==> config.mk <==
export PLATFORM = sky130hd
export DESIGN_NAME = mcr3_rom_dl_sched
export DESIGN_NICKNAME = d
export VERILOG_FILES = /design/src/rtl/mcr3_rom_dl_sched.sv
export SDC_FILE = /design/constraint.sdc
export NUM_CORES = 1
export LEC_CHECK = 0
export ABC_AREA = 1
export CAP_MARGIN = 5
export CELL_PAD_IN_SITES_DETAIL_PLACEMENT = 1
export CELL_PAD_IN_SITES_GLOBAL_PLACEMENT = 2
export CORE_ASPECT_RATIO = 0.5
export CORE_MARGIN = 3
export CORE_UTILIZATION = 28
export DETAILED_ROUTE_END_ITERATION = 10
export PLACE_DENSITY_LB_ADDON = 0.1
export SLEW_MARGIN = 10
export SYNTH_ARGS = -nofsm -noshare
export SYNTH_HDL_FRONTEND = slang
export SYNTH_SLANG_ARGS = --single-unit
export TNS_END_PERCENT = 100
==> constraint.sdc <==
create_clock -name clk_sys -period 2.48 [get_ports clk_sys]
set_input_delay 0.62 -clock clk_sys [delete_from_list [all_inputs] [get_ports clk_sys]]
set_output_delay 0.62 -clock clk_sys [all_outputs]
set_load 0.02 [all_outputs]
==> src/rtl/mcr3_rom_dl_sched.sv <==
// MCR3 ROM download scheduler.
// Takes the serial ioctl byte stream and steers each byte to SDRAM port1
// (main CPU and sound ROMs), SDRAM port2 (sprite ROMs) or the GFX1 BRAM.
// Region-specific address swizzles are applied on the way through.
// The block also owns the rom_loaded flag and the stretched core reset
// that follows the end of a download.
module mcr3_rom_dl_sched #(
    parameter logic [19:0] SP_OFFSET   = 20'h10000,
    parameter logic [19:0] GFX1_OFFSET = 20'h50000,
    parameter logic [19:0] SND_OFFSET  = 20'h58000,
    parameter bit          SP_WIDE     = 1'b1,
    parameter logic [15:0] RESET_HOLD  = 16'hFFFF,
    parameter int          TIMEOUT     = 255
) (
    input  logic        clk_sys,
    input  logic        reset,
    input  logic        ioctl_downl,
    input  logic        ioctl_wr,
    input  logic [24:0] ioctl_addr,
    input  logic [7:0]  ioctl_dout,
    output logic        ioctl_ack,
    output logic        port1_req,
    input  logic        port1_ack,
    output logic [23:0] port1_a,
    output logic        port2_req,
    input  logic        port2_ack,
    output logic [23:0] port2_a,
    output logic [7:0]  mem_d,
    output logic [15:0] dl_addr,
    output logic [7:0]  dl_data,
    output logic        dl_wr,
    output logic        rom_loaded,
    output logic        core_reset,
    output logic        err_timeout,
    output logic        err_overrun
);

    localparam logic [2:0] ST_IDLE  = 3'd0;
    localparam logic [2:0] ST_ISSUE = 3'd1;
    localparam logic [2:0] ST_WAIT1 = 3'd2;
    localparam logic [2:0] ST_WAIT2 = 3'd3;
    localparam logic [2:0] ST_DONE  = 3'd4;

    localparam logic [1:0] RG_MAIN = 2'd0;
    localparam logic [1:0] RG_SPR  = 2'd1;
    localparam logic [1:0] RG_GFX  = 2'd2;
    localparam logic [1:0] RG_SND  = 2'd3;

    localparam logic [15:0] WAIT_LAST = 16'(TIMEOUT - 1);

    logic        wr_q;
    logic        downl_q;
    logic [2:0]  state_q, state_d;
    logic [15:0] wait_cnt_q, wait_cnt_d;
    logic [1:0]  region_q;
    logic [7:0]  mem_d_q;
    logic [23:0] port1_a_q;
    logic [23:0] port2_a_q;
    logic [15:0] dl_addr_q;
    logic [7:0]  dl_data_q;
    logic        port1_req_q;
    logic        port2_req_q;
    logic        ack_q;
    logic        rom_loaded_q;
    logic [15:0] hold_q;
    logic        err_tmo_q;
    logic        err_ovr_q;

    logic        wr_edge;
    logic        downl_rise;
    logic        downl_fall;
    logic [1:0]  in_region;
    logic [17:0] snd_s;
    logic [23:0] snd_addr;
    logic [23:0] spr_p;
    logic [23:0] spr_addr;
    logic [15:0] gfx_addr;
    logic        accept;
    logic        tog1;
    logic        tog2;
    logic        tmo_hit;
    logic        done_hit;
    logic        overrun;

    // Byte strobes only count while a download is in progress.
    assign wr_edge    = ioctl_wr & ~wr_q & ioctl_downl;
    assign downl_rise = ioctl_downl & ~downl_q;
    assign downl_fall = ~ioctl_downl & downl_q;
    assign overrun    = wr_edge && (state_q != ST_IDLE);

    // Classify the incoming byte address and precompute every swizzled form;
    // only the one matching the region is latched on acceptance.
    always_comb begin
        in_region = RG_SND;
        if (ioctl_addr < {5'd0, SP_OFFSET}) begin
            in_region = RG_MAIN;
        end else if (ioctl_addr < {5'd0, GFX1_OFFSET}) begin
            in_region = RG_SPR;
        end else if (ioctl_addr < {5'd0, SND_OFFSET}) begin
            in_region = RG_GFX;
        end
        snd_s    = ioctl_addr[17:0] - SND_OFFSET[17:0];
        snd_addr = {4'd0, SND_OFFSET} + {6'd0, snd_s[17], snd_s[15:0], snd_s[16]};
        spr_p    = ioctl_addr[23:0] - {4'd0, SP_OFFSET};
        spr_addr = SP_WIDE ? {spr_p[23:18], spr_p[15:0], spr_p[17:16]}
                           : {spr_p[23:17], spr_p[14:0], spr_p[16:15]};
        gfx_addr = ioctl_addr[15:0] - GFX1_OFFSET[15:0];
    end

    // Next-state logic: one byte in flight, one outstanding port request,
    // and a bounded wait for the SDRAM ack.
    always_comb begin
        state_d    = state_q;
        wait_cnt_d = wait_cnt_q;
        accept     = 1'b0;
        tog1       = 1'b0;
        tog2       = 1'b0;
        tmo_hit    = 1'b0;
        done_hit   = 1'b0;
        case (state_q)
            ST_IDLE: begin
                if (wr_edge) begin
                    accept  = 1'b1;
                    state_d = ST_ISSUE;
                end
            end
            ST_ISSUE: begin
                wait_cnt_d = 16'd0;
                if (region_q == RG_GFX) begin
                    state_d = ST_DONE;
                end else if (region_q == RG_SPR) begin
                    tog2    = 1'b1;
                    state_d = ST_WAIT2;
                end else begin
                    tog1    = 1'b1;
                    state_d = ST_WAIT1;
                end
            end
            ST_WAIT1: begin
                if (port1_req_q == port1_ack) begin
                    state_d = ST_DONE;
                end else if (wait_cnt_q == WAIT_LAST) begin
                    tmo_hit = 1'b1;
                    state_d = ST_DONE;
                end else begin
                    wait_cnt_d = wait_cnt_q + 16'd1;
                end
            end
            ST_WAIT2: begin
                if (port2_req_q == port2_ack) begin
                    state_d = ST_DONE;
                end else if (wait_cnt_q == WAIT_LAST) begin
                    tmo_hit = 1'b1;
                    state_d = ST_DONE;
                end else begin
                    wait_cnt_d = wait_cnt_q + 16'd1;
                end
            end
            ST_DONE: begin
                done_hit = 1'b1;
                state_d  = ST_IDLE;
            end
            default: begin
                state_d = ST_IDLE;
            end
        endcase
    end

    // Input history for edge detection plus the FSM registers.
    always_ff @(posedge clk_sys) begin
        if (reset) begin
            wr_q       <= 1'b0;
            downl_q    <= 1'b0;
            state_q    <= ST_IDLE;
            wait_cnt_q <= 16'd0;
        end else begin
            wr_q       <= ioctl_wr;
            downl_q    <= ioctl_downl;
            state_q    <= state_d;
            wait_cnt_q <= wait_cnt_d;
        end
    end

    // Latch the accepted byte and its destination address in one go.
    always_ff @(posedge clk_sys) begin
        if (reset) begin
            region_q  <= RG_MAIN;
            mem_d_q   <= 8'd0;
            port1_a_q <= 24'd0;
            port2_a_q <= 24'd0;
            dl_addr_q <= 16'd0;
            dl_data_q <= 8'd0;
        end else if (accept) begin
            region_q <= in_region;
            mem_d_q  <= ioctl_dout;
            case (in_region)
                RG_MAIN: port1_a_q <= ioctl_addr[23:0];
                RG_SND:  port1_a_q <= snd_addr;
                RG_SPR:  port2_a_q <= spr_addr;
                default: begin
                    dl_addr_q <= gfx_addr;
                    dl_data_q <= ioctl_dout;
                end
            endcase
        end
    end

    // Toggle-style requests; a timed-out request is left as is.
    always_ff @(posedge clk_sys) begin
        if (reset) begin
            port1_req_q <= 1'b0;
            port2_req_q <= 1'b0;
        end else begin
            if (tog1) begin
                port1_req_q <= ~port1_req_q;
            end
            if (tog2) begin
                port2_req_q <= ~port2_req_q;
            end
        end
    end

    // Loader ack pulse and sticky error flags, cleared when a new download starts.
    always_ff @(posedge clk_sys) begin
        if (reset) begin
            ack_q     <= 1'b0;
            err_tmo_q <= 1'b0;
            err_ovr_q <= 1'b0;
        end else begin
            ack_q <= done_hit;
            if (downl_rise) begin
                err_tmo_q <= 1'b0;
                err_ovr_q <= 1'b0;
            end
            if (tmo_hit) begin
                err_tmo_q <= 1'b1;
            end
            if (overrun) begin
                err_ovr_q <= 1'b1;
            end
        end
    end

    // Download completion tracking and the post-load reset stretch.
    always_ff @(posedge clk_sys) begin
        if (reset) begin
            rom_loaded_q <= 1'b0;
            hold_q       <= 16'd0;
        end else if (downl_fall) begin
            rom_loaded_q <= 1'b1;
            hold_q       <= RESET_HOLD;
        end else begin
            if (downl_rise) begin
                rom_loaded_q <= 1'b0;
            end
            if (hold_q != 16'd0) begin
                hold_q <= hold_q - 16'd1;
            end
        end
    end

    assign ioctl_ack   = ack_q;
    assign port1_req   = port1_req_q;
    assign port2_req   = port2_req_q;
    assign port1_a     = port1_a_q;
    assign port2_a     = port2_a_q;
    assign mem_d       = mem_d_q;
    assign dl_addr     = dl_addr_q;
    assign dl_data     = dl_data_q;
    assign dl_wr       = (state_q == ST_ISSUE) && (region_q == RG_GFX);
    assign rom_loaded  = rom_loaded_q;
    assign err_timeout = err_tmo_q;
    assign err_overrun = err_ovr_q;
    assign core_reset  = reset | ioctl_downl | ~rom_loaded_q | (hold_q != 16'd0);

endmodule

# [Word-level counts from Yosys, hierarchy flattened]
# Cells that the tools add are included.
[classes] multipliers=0 add_sub_neg=5 shifts=0 reduce_logical=17 div_mod_pow=0 bitwise_logic=14 n_lt_le_gt_ge=3 mux=34 n_eq_ne=14
[op_table] op="16-bit 2-to-1 mux" n=5
[op_table] op="25-bit by 19-bit < comparator with 1-bit output, second input constant" n=2
[op_table] op="16-bit one-hot mux with 3 select lines" n=1
[op_table] op="24-bit one-hot mux with 2 select lines" n=1
[op_table] op="25-bit by 17-bit < comparator with 1-bit output, second input constant" n=1
[op_table] op="24-bit by 17-bit subtractor with 24-bit output, second input constant" n=1
[op_table] op="19-bit by 18-bit adder with 20-bit output, first input constant" n=1
[op_table] op="1-bit 2-to-1 mux" n=18
[op_table] op="18-bit by 17-bit subtractor with 18-bit output, second input constant" n=1
[op_table] op="16-bit by 1-bit adder with 16-bit output, second input constant" n=1
[op_table] op="16-bit by 8-bit equality test with 1-bit output, second input constant" n=1
[op_table] op="16-bit nonzero test" n=1
[op_table] op="16-bit by 1-bit subtractor with 16-bit output, second input constant" n=1
[op_table] op="3-bit 2-to-1 mux" n=5
[op_table] op="3-bit one-hot mux with 4 select lines" n=1
[op_table] op="2-bit nonzero test" n=5
[op_table] op="1-bit inverter" n=7
[op_table] op="3-bit by 2-bit equality test with 1-bit output, second input constant" n=2
[op_table] op="2-bit inequality test, second input constant" n=3
[op_table] op="2-bit AND reduction" n=3
[op_table] op="3-bit nonzero test" n=2
[op_table] op="1-bit AND" n=4
[op_table] op="2-bit by 1-bit equality test with 1-bit output, second input constant" n=2
[op_table] op="2-bit equality test, second input constant" n=2
[op_table] op="other kinds (11)" n=16
[word_totals] memories=0 word_cells=104 latch_bits=0 mem_bits_rw=0 mem_bits_ro=0 input_bits=39 ff_bits=125

# [Longest topological paths before layout]
# Gate-level depths: netlist (run 1).
[logic_depth] ltp_word=8 ltp_mapped=13 ltp_nobuf=12

# [Worst setup path before layout (run 1)]
# OpenSTA, ideal clock, no wires.
[synth_path] kind="input-to-reg" from="in ioctl_addr[20]" to="reg port1_a_q[10] (netlist: port1_a[10])" path_stages=10 path_buffers=2 arrival_ns=2.044 path_slack_ns=0.361 path_cell_list="nor2_1 > inv_1 > nor2_1 > inv_1 > nand2_1 > ha_1 > clkbuf_1 > clkbuf_1 > nand2_1 > a31oi_1"
[synth_lines] element="start, declared" line_no="19" text="input logic [24:0] ioctl_addr,"
[synth_lines] element="25-bit by 19-bit < comparator with 1-bit output" line_no="97" text="end else if (ioctl_addr < {5'd0, GFX1_OFFSET}) begin"
[synth_lines] element="2-bit 2-to-1 mux" line_no="97"
[synth_lines] element="2-bit 2-to-1 mux *" line_no="95" text="if (ioctl_addr < {5'd0, SP_OFFSET}) begin"
[synth_lines] element="named net in_region[1]" line_no="72" text="logic [1:0] in_region;"
[synth_lines] element="2-bit equality test or 2-bit logical NOT (tied branches)" line_no="196" text="case (in_region)"
[synth_lines] element="2-bit nonzero test (no source line)"
[synth_lines] element="2-bit AND reduction (no source line)"
[synth_lines] element="end signal, assigned" line_no="197" text="RG_MAIN: port1_a_q <= ioctl_addr[23:0];"
[synth_lines] element="end signal, assigned" line_no="198" text="RG_SND: port1_a_q <= snd_addr;"
[synth_lines] element="end, declared" line_no="57" text="logic [23:0] port1_a_q;"
# The timed path passes the listed nets; every way through them passes the cells marked *.
# A chain may end at the register's enable or synchronous reset.

# [Worst setup path in the final report (run 1)]
[layout_path] from="reg state_q[0]" to="out dl_wr"
[layout_between] elab_chain_len=2
[layout_lines] element="start, declared" line_no="53" text="logic [2:0] state_q, state_d;"
[layout_lines] element="start signal, assigned" line_no="179" text="state_q <= state_d;"
[layout_lines] element="3-bit by 1-bit equality test with 1-bit output" line_no="270" text="assign dl_wr = (state_q == ST_ISSUE) && (region_q == RG_GFX);"
[layout_lines] element="1-bit logical AND" line_no="270"
[layout_lines] element="end, declared" line_no="31" text="output logic dl_wr,"
# Every way passes these cells.

==> results of run 1 <==
==> worst paths after layout <==
| path | startpoint | endpoint | slack, ns | depth (start not counted) |
|---|---|---|---|---|
| setup / recovery | state_q[0]$_SDFFE_PP0P_ | dl_wr | 0.12 | 5 |
| hold / removal | port2_a[21]$_SDFFE_PP0P_ | port2_a[21]$_SDFFE_PP0P_ | 0.44 | 2 |
| setup reg to reg | wait_cnt_q[0]$_SDFFE_PP0P_ | wait_cnt_q[7]$_SDFFE_PP0P_ | 0.68 | 9 |
| hold reg to reg | port2_a[21]$_SDFFE_PP0P_ | port2_a[21]$_SDFFE_PP0P_ | 0.44 | 2 |
==> power groups by stage <==
stage	registers (uW)	clock network, uW	logic [uW]
final	2230	2360	1150
after global routing	2250	2540	1310
after CTS	2220	2450	1150
after detailed placement	2260	0	1130
after global placement	2260	0	1120
after floorplan	2280	0	650
==> layout make-up <==
class / count / area share
sequential: 125 / 0.301
tap: 266 / 0.0400
clock inverter: 9 / 0.0108
clock buffer: 23 / 0.0551
timing repair buffer: 178 / 0.203
inverter: 97 / 0.0438
multi-input combinational: 589 / 0.346
==> cell families after synthesis <==
family,Yosys count,share of synthesized area
xor+xnor,11,0.0163
simple gates,393,0.275
fa+ha+maj,13,0.0275
compound gates,172,0.164
buf+inv,134,0.0937
flops,125,0.423
==> worst max-delay path, stage by stage (launching register included) <==
cell	delay, ns
sky130_fd_sc_hd__dfxtp_1	0.36
sky130_fd_sc_hd__inv_1	0.08
sky130_fd_sc_hd__nor3_1	0.23
sky130_fd_sc_hd__inv_1	0.11
sky130_fd_sc_hd__nor2_1	0.18
sky130_fd_sc_hd__dlygate4sd2_1	0.36
==> per-layer routing <==
metal | vias to the layer above | GRT usage | routed length, um
met5 | - | 0 | 0
met4 | 0 | 0.0444 | 182
met3 | 16 | 0.0618 | 1030
met2 | 73 | 0.294 | 8910
met1 | 2790 | 0.226 | 9450
li1 | 3054 | - | -
==> timing repair <==
item	4_1_cts	5_1_grt
endpoints found under the setup margin	2	1
gates cloned	0	0
resized for setup	5	6
==> metrics by stage <==
| step | hold slack [ns] | setup TNS [ns] |
|---|---|---|
| finish | 0.442 | 0 |
| global route | 0.470 | 0 |
| CTS | 0.445 | 0 |
| detailed placement | 0.432 | -4.27 |
| global placement | 0.427 | -2.53 |
| floorplan | 0.461 | 0 |
==> registers in the layout, summed over array words and instances (netlist names), 2 cells and up <==
name / cells
port1_a: 24
port2_a: 24
dl_addr: 16
hold_q: 16
wait_cnt_q: 16
dl_data: 8
mem_d: 8
state_q: 3
region_q: 2
==> cells in the final DEF, fill, tap and decap left out, types with 2 or more instances in the layout <==
cell type	n
sky130_fd_sc_hd__a31oi_1	21
sky130_fd_sc_hd__inv_1	90
sky130_fd_sc_hd__buf_2	2
sky130_fd_sc_hd__or2_2	3
sky130_fd_sc_hd__clkinv_2	2
sky130_fd_sc_hd__nor2_2	7
sky130_fd_sc_hd__clkbuf_1	5
sky130_fd_sc_hd__nor3_1	6
sky130_fd_sc_hd__nand4_1	8
sky130_fd_sc_hd__nor2_4	3
sky130_fd_sc_hd__clkbuf_16	17
sky130_fd_sc_hd__inv_2	7
sky130_fd_sc_hd__buf_4	48
sky130_fd_sc_hd__ha_1	13
sky130_fd_sc_hd__nor2_1	102
sky130_fd_sc_hd__dfxtp_1	125
sky130_fd_sc_hd__nand3b_1	3
sky130_fd_sc_hd__clkinvlp_4	2
sky130_fd_sc_hd__xnor2_1	4
sky130_fd_sc_hd__o21a_1	25
sky130_fd_sc_hd__clkdlybuf4s50_1	123
sky130_fd_sc_hd__o21bai_1	3
sky130_fd_sc_hd__nand3_1	47
sky130_fd_sc_hd__nor4_1	2
sky130_fd_sc_hd__a21oi_1	79
sky130_fd_sc_hd__nand2_1	208
sky130_fd_sc_hd__o21ai_0	39
sky130_fd_sc_hd__clkinv_4	4
sky130_fd_sc_hd__nand2_2	3
sky130_fd_sc_hd__xor2_1	7
sky130_fd_sc_hd__buf_12	4
==> implementation parameters, run 1 <==
Parameter                              Value

Outcome
  Result of the run    finished clean

Timing
  Highest clock frequency the design can meet    424 MHz
  Crit path time final    2.36 ns
  Worst-case setup margin in the final layout    0.120 ns
  Unrepaired setup endpoints after global routing    no
  Headroom to the max-slew limit    0.287
  Pin slew with the least headroom to its limit    1.07 ns
  Final-report setup violation count    0
  Max-slew violation count    0
  Clk_skew    0.0125 ns
  Final hold violation count    0
  Final worst-path cycle share    0.952

Global routing
  Remaining global-route overflow    0
  Number of global-route vias before repair    a little over 6000
  Global-route wire length before repair    32200 um
  Largest net degree at the start of global routing    89
  Antenna violations before repair    0
  Aggregate global-route resource usage    0.179

Route
  Routed Antenna Nets    0
  Detailed-routing iteration count for the pre-antenna-repair pass    4
  First-iteration detailed-routing DRC count    between 200 and 250
  Wire length after detailed routing    19600 um
  Residual DRC    0
  Via density    4.61
  Routed vias    5933
  Average wire per standard cell    about 15 um

Worst setup path
  Element type at the critical path end    output pin
  Sort of element at the start of the critical path    flop
  Critical setup path kind    reg -> out
  Largest fanout on the critical path    3
  Critical path arrival    1.74 ns
  Required time at the worst-slack endpoint    around 1.9 ns

Pwr
  Net switching power    between 1500 and 2000 uW
  Ratio of total power to cell area    690 nW/um^2
  Lkg Pwr    between 0.003 and 0.004 uW
  Clock network power share    0.411
  Post-route total power    5740 uW
  Cell internal power dissipation    4010 uW
  Share of total power consumed by net switching    0.301
  Register share of total power    0.389
  Combinational share of power    0.200
  Peak supply drop    0.359 mV

Placement
  Buffers added on ports    between 100 and 150
  Placed cell area    around 7800 um^2
  Worst slack after detailed placement    -0.221 ns
  Number of placed instances with taps included    1255
  Final weighted congestion in routability-driven placement    0.821
  Post-detailed-placement half-perimeter wirelength    approximately 14000 um

Final layout
  Ant. Diodes    0
  Non-filler cells in the finished layout    1287
  Net count, final    1060
  Post-route design area    just over 8000 um^2
  Final design utilization    0.414
  Area growth from synthesis to layout    40.6%
  Fraction of layout instances using a drive strength above 1    0.103
  Count of fill cells added during filler insertion    2488
  Combined area of the multi-input logic cells    2870 um^2
  Reg area    2500 um^2

Clock network
  CTS Root Cell    sky130_fd_sc_hd__clkbuf_16
  TritonCTS clock tree    built
  CTS sink cnt    125
  Clock slew seen by the registers of the worst setup and hold paths    0.06 ns
  Number of buffers created by CTS    17
  Clock latency on the worst-skew pair    roughly 0.43 ns
  Number of setup buffers added after CTS    0
  Number of buffers inserted for hold repair after clock tree synthesis    0
  H-Tree Level Count    4
  Largest buffer count on any clock path    2

Floorplanning
  Std cell rows    36
  Die W    about 210 um
  Top-level port count    between 100 and 150
  Die Y    109 um
  Floorplan die area    between 20000 and 25000 um^2
  Core area    roughly 20000 um^2
  Initial standard-cell utilization of the core    0.294

Synthesis
  Top_reg_cell synth    sky130_fd_sc_hd__dfxtp_1
  Count of unique library cells instantiated by Yosys    33
  Flops & latches, synth    125
  Top cell type's share of synthesized area    0.423
  Number of enable flip-flop cells after synthesis    0
  Mean area per synthesized cell    6.97 um^2
  Leading post-synthesis cells by instance count    209 x sky130_fd_sc_hd__nand2_1, 125 x sky130_fd_sc_hd__dfxtp_1, 106 x sky130_fd_sc_hd__nor2_1
  Sequential-to-total area share from yosys stat    0.423
  Net Count, Synth    900
  Gate Count Post-Synth    848
  Biggest area consumer among synthesized cells    sky130_fd_sc_hd__dfxtp_1
  Async set-reset flop share out of synthesis    0
  Yosys warning count    0
  Most area-consuming cells after synthesis    sky130_fd_sc_hd__dfxtp_1 42%, sky130_fd_sc_hd__nand2_1 13%, sky130_fd_sc_hd__nor2_1 6.7%
  Most common cell in the netlist    sky130_fd_sc_hd__nand2_1
  Syn Std Cell Area    5910 um^2

Job
  Count of max-cap constraint violations    0

Worst hold path
  Hold Crit Class    reg -> reg
(Power assumes the default switching activity.)
==> inputs of run 2 (changes only) <==
==> constraint.sdc (replaced) <==
create_clock -name clk_sys -period 2.48 [get_ports clk_sys]
set_input_delay 0.496 -clock clk_sys [delete_from_list [all_inputs] [get_ports clk_sys]]
set_output_delay 0.496 -clock clk_sys [all_outputs]
set_load 0.02 [all_outputs]
==> run 2 against run 1 <==
  * Sequential power barely moved
  * Largest power group unchanged
  * Non-clock buffer count fell by 6
  * Clock-buffer cell count fell by 2
  * Sequential share of layout area barely moved
  * Highest routed layer unchanged
==> implementation parameters, run 2 (synthesis gave the netlist of run 1 again) <==
Parameter                              Value

Outcome
  Result of the run    finished clean (unchanged)

Timing
  Final-report setup violation count    0 (unchanged)
  Final hold violation count    0 (unchanged)
  Headroom to the max-slew limit    0.286 (was 0.287)
  Pin slew with the least headroom to its limit    1.07 ns (about the same)
  Final worst-path cycle share    0.895 (was 0.952)
  Highest clock frequency the design can meet    451 MHz (was 424 MHz)
  Unrepaired setup endpoints after global routing    no (unchanged)
  Clk_skew    0.00899 ns (was 0.0125 ns)
  Crit path time final    2.22 ns (was 2.36 ns)
  Max-slew violation count    0 (unchanged)
  Final-layout setup total negative slack    0 ns (unchanged)

Worst setup path
  Setup slack, reg-to-reg    0.66 ns (was 0.68 ns)
  Most frequent cell on the critical path    sky130_fd_sc_hd__nor2_2 (was sky130_fd_sc_hd__inv_1)
  Element type at the critical path end    output pin (unchanged)
  Destination of the worst register-to-register timing path    wait_cnt_q[8]$_SDFFE_PP0P_ (was wait_cnt_q[7]$_SDFFE_PP0P_)
  Critical setup path kind    reg -> out (unchanged)
  Number of buffers and inverters on the critical path    2 (was 3)
  Worst Reg-to-Reg Cells    9 (unchanged)
  Stage delay of the slowest cell on the critical path    0.35 ns (was 0.36 ns)
  Critical path arrival    1.72 ns (was 1.74 ns)
  Cell-by-cell trace of the critical path    nor2_2 -> nand2_1 -> nor2_2 -> nand3b_1 -> inv_1 -> nand4_1 -> clkbuf_2 (was inv_1 -> nor3_1 -> inv_1 -> nor2_1 -> dlygate4sd2_1)
  Required time at the worst-slack endpoint    1.98 ns (was 1.86 ns)
  Worst r2r src    wait_cnt_q[0]$_SDFFE_PP0P_ (unchanged)
  Largest fanout on the critical path    4 (was 3)
  Library cell contributing the largest single delay on the critical path    sky130_fd_sc_hd__dfxtp_1 (unchanged)
  Sort of element at the start of the critical path    flop (unchanged)
  Cell family with the largest share of critical-path delay    simple AND/OR/NAND/NOR gates (was buffers and inverters)

Clock network
  Largest buffer count on any clock path    2 (unchanged)
  H-Tree Level Count    4 (unchanged)
  Number of buffers created by CTS    17 (unchanged)
  TritonCTS clock tree    built (unchanged)
  Number of buffers inserted for hold repair after clock tree synthesis    0 (unchanged)
  Number of setup buffers added after CTS    0 (unchanged)
  Clock slew seen by the registers of the worst setup and hold paths    0.06 ns (about the same)
  CTS Root Cell    sky130_fd_sc_hd__clkbuf_16 (unchanged)
  Number of cells upsized or downsized after cts    2 (was 5)
  Clock latency on the worst-skew pair    0.42 ns (was 0.43 ns)
  CTS sink cnt    125 (unchanged)

Floorplanning
  Core area    20100 um^2 (unchanged)
  Die Y    109 um (unchanged)
  Std cell rows    36 (unchanged)
  Initial standard-cell utilization of the core    0.294 (unchanged)
  Die W    212 um (unchanged)
  Top-level port count    127 (unchanged)
  Floorplan die area    23000 um^2 (unchanged)

Placement
  Post-detailed-placement half-perimeter wirelength    14100 um (was 14200 um)
  Placed cell area    7700 um^2 (was 7750 um^2)
  Buffers added on ports    126 (unchanged)
  Final weighted congestion in routability-driven placement    0.812 (was 0.821)
  Number of placed instances with taps included    1249 (was 1255)

Route
  Residual DRC    0 (unchanged)
  Average wire per standard cell    15.4 um (was 15.2 um)
  First-iteration detailed-routing DRC count    256 (was 212)
  Routed Antenna Nets    0 (unchanged)
  Routed vias    5947 (was 5933)
  Wire length after detailed routing    19700 um (was 19600 um)
  Via density    4.64 (was 4.61)
  Detailed-routing iteration count for the pre-antenna-repair pass    4 (unchanged)

Final layout
  Non-filler cells in the finished layout    1281 (was 1287)
  Top library cells by usage in the layout, fill and taps aside    209 x sky130_fd_sc_hd__nand2_1, 125 x sky130_fd_sc_hd__dfxtp_1, 123 x sky130_fd_sc_hd__clkdlybuf4s50_1 (was 208 x sky130_fd_sc_hd__nand2_1, 125 x sky130_fd_sc_hd__dfxtp_1, 123 x sky130_fd_sc_hd__clkdlybuf4s50_1)
  Count of fill cells added during filler insertion    2479 (was 2488)
  Area growth from synthesis to layout    40.4% (was 40.6%)
  Fraction of layout instances using a drive strength above 1    0.0995 (was 0.103)
  Net count, final    1054 (was 1060)
  Final design utilization    0.413 (was 0.414)
  Post-route design area    8300 um^2 (was 8310 um^2)
  Reg area    2500 um^2 (unchanged)
  Combined area of the multi-input logic cells    2870 um^2 (about the same)
  Commonest non-fill, non-tap cell in the layout    sky130_fd_sc_hd__nand2_1 (unchanged)
  Ant. Diodes    0 (unchanged)

Global routing
  Global-route wire length before repair    32000 um (was 32200 um)
  Aggregate global-route resource usage    0.178 (was 0.179)
  Number of global-route vias before repair    6166 (was 6176)
  Remaining global-route overflow    0 (unchanged)
  Largest net degree at the start of global routing    89 (unchanged)
  Antenna violations before repair    0 (unchanged)

Worst hold path
  HP Start    port2_a[21]$_SDFFE_PP0P_ (unchanged)
  Instance count along the most critical hold path    2 (unchanged)
  Hold Crit Class    reg -> reg (unchanged)
  End of the worst hold path    port2_a[21]$_SDFFE_PP0P_ (unchanged)

Job
  Count of max-cap constraint violations    0 (unchanged)

Pwr
  Lkg Pwr    0.00328 uW (about the same)
  Ratio of total power to cell area    711 nW/um^2 (was 690 nW/um^2)
  Peak supply drop    0.320 mV (was 0.359 mV)
[run 2: worst max-delay path by stage]
stage | start | endpoint | slack, ns | depth (start not counted)
floorplan | ioctl_addr[20] | port1_a[10]$_SDFFE_PP0P_ | 0.49 | 10
global placement | ioctl_addr[15] | port1_a[12]$_SDFFE_PP0P_ | 0.004 | 13
detailed placement | ioctl_addr[15] | port1_a[14]$_SDFFE_PP0P_ | -0.07 | 13
CTS | hold_q[8]$_SDFFE_PP0P_ | core_reset | 0.03 | 7
global route | state_q[0]$_SDFFE_PP0P_ | dl_wr | 0.1 | 5
finish | hold_q[8]$_SDFFE_PP0P_ | core_reset | 0.26 | 7
[run 2: final cells by class]
class / instances / area share
well taps: 266 / 0.0401
flip-flops and latches: 125 / 0.302
inverters: 97 / 0.0439
clock inverters: 11 / 0.0157
clock buffers: 21 / 0.0567
repair buffers: 172 / 0.197
multi-input cells: 589 / 0.345
[run 2: worst register-to-register path, delay by kind of cell, from the launching register on]
kind,cells,cell delay [ns]
and+or+nand+nor,5,0.52
DFF,1,0.42
buffers and inverters,2,0.40
adders and majority gates,1,0.24
AOI/OAI and AO/OA,1,0.14
[run 2: through the flow]
stage / hold WS (ns) / worst slack [ns] / total power [uW]
2_1_floorplan: 0.461 / 0.485 / 2930
4_1_cts: 0.441 / 0.0287 / 5980
3_5_place_dp: 0.429 / -0.0679 / 3380
3_3_place_gp: 0.427 / 0.00398 / 3360
5_1_grt: 0.469 / 0.0959 / 6260
6_report: 0.440 / 0.261 / 5900
[run 2: power breakdown]
part           switching, uW  internal [uW]
Combinational            668            451
Sequential              98.5           2130
Clock                    979           1570
[run 2: metal layers]
metal	vias to the layer above	track usage	part of all wire
li1	3035	-	-
met1	2827	0.225	0.49
met2	67	0.298	0.46
met3	18	0.0546	0.047
met4	0	0.0487	0.0098
met5	-	0	0
==> inputs of run 3 (changes only) <==
Settings changed: CTS_CLUSTER_SIZE set to 30, TNS_END_PERCENT 100 to 10.
==> results of run 3 <==
Same layout as run 2: the final DEF is identical, and so are final timing and power.
